===== src/rtl/tick_rr_scheduler.sv =====
// tick_rr_scheduler
//   Periodic slot scheduler. A mod-PERIOD counter marks a slot boundary
//   every PERIOD enabled cycles. Each boundary produces a one-cycle tick and
//   hands that slot to one requester, chosen in round-robin order.
//   All outputs are registered, so there is no combinational path from req
//   to grant.
//
// Ports
//   clk      system clock, rising edge
//   rst      asynchronous reset, active low
//   en       count enable; the counter and ticks advance only while high
//   clr      synchronous clear of the counter and RR pointer (wins over en)
//   req      request vector, bit i = requester i wants the next slot
//   tick     one-cycle pulse marking a slot boundary
//   grant    one-hot grant, nonzero only in the tick cycle
//   gnt_id   index of the most recent winner; holds between grants
//   gnt_vld  high from the first grant after reset/clr onward
module tick_rr_scheduler #(
  parameter int N      = 4,
  parameter int PERIOD = 3,
  parameter int CW     = 2,
  parameter int IW     = 2
) (
  input  logic          clk,
  input  logic          rst,
  input  logic          en,
  input  logic          clr,
  input  logic [N-1:0]  req,
  output logic          tick,
  output logic [N-1:0]  grant,
  output logic [IW-1:0] gnt_id,
  output logic          gnt_vld
);

  localparam logic [CW-1:0] CNT_LAST = CW'(PERIOD - 1);
  localparam logic [IW-1:0] ID_LAST  = IW'(N - 1);

  logic [CW-1:0] cnt;
  logic [IW-1:0] ptr;

  logic          win_found;
  logic [IW-1:0] win_id;
  logic [IW-1:0] ptr_next;

  // Round-robin search from ptr upward. The first pass covers ptr..N-1; the
  // second pass (only if nothing was found) wraps around to 0..ptr-1.
  always_comb begin
    win_found = 1'b0;
    win_id    = '0;
    for (int i = 0; i < N; i++) begin
      if (!win_found && req[i] && (IW'(i) >= ptr)) begin
        win_found = 1'b1;
        win_id    = IW'(i);
      end
    end
    for (int i = 0; i < N; i++) begin
      if (!win_found && req[i]) begin
        win_found = 1'b1;
        win_id    = IW'(i);
      end
    end
  end

  assign ptr_next = (win_id == ID_LAST) ? '0 : win_id + 1'b1;

  always_ff @(posedge clk or negedge rst) begin
    if (!rst) begin
      cnt     <= '0;
      ptr     <= '0;
      tick    <= 1'b0;
      grant   <= '0;
      gnt_id  <= '0;
      gnt_vld <= 1'b0;
    end else if (clr) begin
      // gnt_id deliberately holds across clr; only the validity flag drops.
      cnt     <= '0;
      ptr     <= '0;
      tick    <= 1'b0;
      grant   <= '0;
      gnt_vld <= 1'b0;
    end else if (!en) begin
      tick  <= 1'b0;
      grant <= '0;
    end else if (cnt != CNT_LAST) begin
      cnt   <= cnt + 1'b1;
      tick  <= 1'b0;
      grant <= '0;
    end else begin
      // Slot edge: the tick always fires; an empty slot is simply lost.
      cnt  <= '0;
      tick <= 1'b1;
      if (win_found) begin
        grant   <= N'(1) << win_id;
        gnt_id  <= win_id;
        gnt_vld <= 1'b1;
        ptr     <= ptr_next;
      end else begin
        grant <= '0;
      end
    end
  end

endmodule


===== config.mk =====
export PLATFORM = sky130hd
export DESIGN_NAME = tick_rr_scheduler
export DESIGN_NICKNAME = d
export VERILOG_FILES = /design/src/rtl/tick_rr_scheduler.sv
export SDC_FILE = /design/constraint.sdc
export NUM_CORES = 1
export LEC_CHECK = 0
export ABC_AREA = 1
export BUFFER_PORTS_ARGS = -buffer_cell sky130_fd_sc_hd__buf_2
export CORE_UTILIZATION = 45
export DETAILED_ROUTE_END_ITERATION = 8
export PLACE_DENSITY = 0.74
export SETUP_SLACK_MARGIN = 0.05
export SYNTH_ARGS = -nofsm -noshare
export SYNTH_HDL_FRONTEND = slang
export SYNTH_SLANG_ARGS = --single-unit

===== constraint.sdc =====
create_clock -name clk -period 2 [get_ports clk]
set_clock_uncertainty 0.2 [all_clocks]
set_input_delay 0.4 -clock clk [delete_from_list [all_inputs] [get_ports clk]]
set_output_delay 0.4 -clock clk [all_outputs]
set_load 0.05 [all_outputs]

==> impl_results.rst <==
.. list-table::
   :header-rows: 1

   * - Metric
     - Value
   * - Setup slack of the critical path after layout
     - 0.335 ns
   * - Highest ir drop seen on vdd
     - 0.000292 V
   * - Most common cell after layout, fill and taps aside
     - sky130_fd_sc_hd__nand2_1
   * - Sink Count
     - 12
   * - Critical Path Start Type
     - flip-flop
   * - Count of vias placed by the detailed router
     - 527
   * - Gr ovfl total
     - 0
   * - Run status
     - finished, final reports clean
   * - Crit. Startpoint
     - ptr[0]
   * - Total power of the final layout
     - 0.000574 W
   * - Setup repair after global routing missed its margin
     - false
   * - Via-per-instance ratio
     - 4.66
   * - Initial cell density of the core
     - 49.2%
   * - Antenna violation net count after detailed routing
     - 0
   * - First-pass GRT wire length
     - 1790 µm
   * - I/O pins
     - 16
   * - Number of global-route vias before repair
     - 442
   * - Relative contribution of the clock network to total power
     - 33.5%
   * - Detailed Route Iter0 Violations
     - 6
   * - Relative area change from synthesis to final layout
     - 21.4%
   * - Net count after synthesis
     - 90
   * - Proportion of netlist area held by the largest area contributor
     - 45.8%
   * - Detailed-route wire length
     - 1120 µm
   * - Cell type of the slowest stage on the worst timing path
     - sky130_fd_sc_hd__dfrtp_1
   * - Total negative slack for setup checks
     - 0 ns
   * - HP Class
     - input pin to flip-flop
   * - Most area-consuming cells after synthesis
     - sky130_fd_sc_hd__dfrtp_1, sky130_fd_sc_hd__nand2_1, sky130_fd_sc_hd__inv_1
   * - Fin crit period
     - 1.67 ns
   * - Area of the core region
     - 1330 µm²
   * - Number of clock buffers inserted by TritonCTS
     - 3
   * - Switching power
     - 0.000175 W
   * - Post-Synthesis Cell Area
     - 656 µm²
   * - Weighted congestion at the end of routability-driven global placement
     - 0.747
   * - Cell variety after synth
     - 16
   * - WP data required
     - 2.01 ns
   * - Startpoint of the worst register-to-register path
     - ptr[0]
   * - Wire per inst
     - 9.93 µm
   * - Leading cell types in the layout, fill and taps excluded
     - sky130_fd_sc_hd__nand2_1, sky130_fd_sc_hd__buf_2, sky130_fd_sc_hd__inv_1
   * - Number of cells on the worst hold path
     - 2
   * - CP peak stage delay
     - 0.38 ns
   * - Final HPWL from detailed placement
     - 903 µm
   * - Crit Path Category
     - flip-flop to flip-flop
   * - Floorplan die height
     - 40.2 µm
   * - Combined buffer and inverter count along the critical path
     - 1
   * - H-Tree Level Count
     - 1
   * - CTS tree
     - yes
   * - Share of final-layout standard cells stronger than drive strength 1
     - 27.6%
   * - Total internal power
     - 0.000399 W
   * - Count of filler cells inserted in the layout
     - 128
   * - Final net count
     - 111
   * - Switching Share
     - 30.4%
   * - Fin crit share
     - 83.3%
   * - Clock Tree Buf Depth
     - 2
   * - Register clock-pin slew on the reported worst setup and hold paths
     - 0.08 ns
   * - Initial antenna violation count
     - 0
   * - Yosys reg bits
     - 12
   * - Die extent in x
     - 40.2 µm
   * - Library cell with the largest summed area after synthesis
     - sky130_fd_sc_hd__dfrtp_1
   * - Critical path arrival
     - 1.68 ns
   * - Worst skew pair latency
     - 0.27 ns
   * - Total area of multi-input combinational cells
     - 293 µm²
   * - Resized cells post-CTS
     - 0
   * - Setup-violating endpoint count in the final report
     - 0
   * - Antenna cell count
     - 0
   * - Cell repeated most along the worst path
     - sky130_fd_sc_hd__nand2_1
   * - Reported leakage power
     - 0.465 nW
   * - Crit-path leading delay family
     - flip-flops
   * - Input/output buffers
     - 15
   * - Global Route Usage Sum
     - 17.1%
   * - Count of warnings emitted by yosys
     - 0
   * - Router iterations before antenna repair
     - 5
   * - Number of remaining DRC errors
     - 0
   * - Clk root buf
     - sky130_fd_sc_hd__clkbuf_4
   * - Mean area per synthesized cell
     - 8.41 µm²
   * - Highest clock frequency the design can meet
     - 0.601 GHz
   * - PwrDens
     - 721 nW/µm²
   * - Worst hold slack after final layout
     - 0.161 ns
   * - Seq/Total Area, Yosys
     - 45.8%
   * - Number of endpoints with negative hold slack in the final report
     - 0
   * - Combinational power share
     - 20.6%
   * - Crit path cell chain
     - nand2_1, a21oi_4, nand4_1, o21ai_1, ha_1, inv_1, nand2_1, nand2_1
   * - Number of max-slew violations in the final report
     - 0
   * - Number of core rows
     - 13
   * - Max_slew headroom
     - 80.1%
   * - Hold wc startpoint
     - clr
   * - Die area
     - 1610 µm²
   * - Count of mapped cells out of synthesis
     - 78
   * - MaxCap Viol Count
     - 0
   * - Post-placement setup slack
     - 0.253 ns
   * - Worst slew pin tran
     - 0.297 ns
   * - Sequential power share
     - 45.9%
   * - Depth of the worst register-to-register path
     - 8
   * - Pin count of the biggest net entering global routing
     - 13
   * - Maximum fanout along the worst path
     - 4
   * - Levels on crit path
     - 8
   * - Crit path capture type
     - flip-flop
   * - FF/Latch Area
     - 300 µm²
## layout make-up
class / instances / area share [%]
clock buffers: 4 / 4.56
inverters: 16 / 7.86
multi-input cells: 50 / 36.8
flip-flops and latches: 12 / 37.7
well taps: 15 / 2.36
repair buffers: 16 / 10.7
## worst reg2reg max path, cell delays in order, from the launching register on
cell and delay (ns):
sky130_fd_sc_hd__dfrtp_1 0.38, sky130_fd_sc_hd__nand2_1 0.12, sky130_fd_sc_hd__a21oi_4 0.18, sky130_fd_sc_hd__nand4_1 0.09
sky130_fd_sc_hd__o21ai_1 0.19, sky130_fd_sc_hd__ha_1 0.29, sky130_fd_sc_hd__inv_1 0.05, sky130_fd_sc_hd__nand2_1 0.04
sky130_fd_sc_hd__nand2_1 0.06
## logic make-up after synthesis
kind of cell,count (synthesis),share of synthesized area [%]
adder cells (fa/ha/maj),4,7.63
AO/OA/AOI/OAI,5,7.25
AND/OR/NAND/NOR,41,29.8
buffers and inverters,16,9.54
flip-flops,12,45.8
## Yosys cell counts
cell	n
sky130_fd_sc_hd__nor2_1	7
sky130_fd_sc_hd__nand3_1	6
sky130_fd_sc_hd__nand4_1	1
sky130_fd_sc_hd__nand2_4	1
sky130_fd_sc_hd__inv_2	1
sky130_fd_sc_hd__nor2_2	1
sky130_fd_sc_hd__o21ai_0	2
sky130_fd_sc_hd__nor3_4	1
sky130_fd_sc_hd__ha_1	4
sky130_fd_sc_hd__nand4_2	1
sky130_fd_sc_hd__dfrtp_1	12
sky130_fd_sc_hd__inv_4	1
sky130_fd_sc_hd__inv_1	14
sky130_fd_sc_hd__nand2_1	23
sky130_fd_sc_hd__o21ai_1	1
sky130_fd_sc_hd__a21oi_4	2
## power by group through the flow
stage | clock, W | sequential [W] | combinational (W)
after CTS | 0.000198 | 0.000263 | 0.000119
after global routing | 0.000209 | 0.000266 | 0.000132
after global placement | 0 | 0.000267 | 0.000114
after floorplan | 0 | 0.000305 | 0.0000433
final | 0.000192 | 0.000263 | 0.000118
after detailed placement | 0 | 0.000269 | 0.000116
## per-stage QoR
step | cells | utilization, % | instance area [µm²]
final | 113 | 59.7 | 796
after detailed placement | 108 | 56.2 | 749
after global routing | 113 | 59.7 | 796
after floorplan | 78 | - | 656
after CTS | 113 | 59.7 | 796
after global placement | 108 | 56.2 | 749
## path summary, 6_finish.rpt
| kind | end | slack [ns] |
|---|---|---|
| max | ptr[1] | 0.33 |
| min in group asynchronous | cnt[0] | 0.33 |
| max reg2reg | ptr[1] | 0.33 |
| min | tick | 0.16 |
| min reg2reg | gnt_vld | 0.29 |
| max in group asynchronous | cnt[1] | 1.07 |
## flip-flops by register name, summed over array words and instances (netlist names)
| register | cells |
|---|---|
| ptr | 2 |
| cnt | 2 |
| gnt_vld | 1 |
| tick | 1 |
| grant | 4 |
| gnt_id | 2 |
## repair_timing
item                      CTS  global route
hold endpoints to repair   12             0
hold buffers                1             0
buffers inserted            0             0
## per-layer routing
layer / up-vias / wire [µm] / track usage (%)
met2: 16 / 546 / 25.8
met4: 0 / 19 / 12.5
met5: - / 0 / 0
met3: 2 / 37 / 1.67
li1: 279 / - / -
met1: 230 / 518 / 22.5
Power figures use the tool's default switching activity.
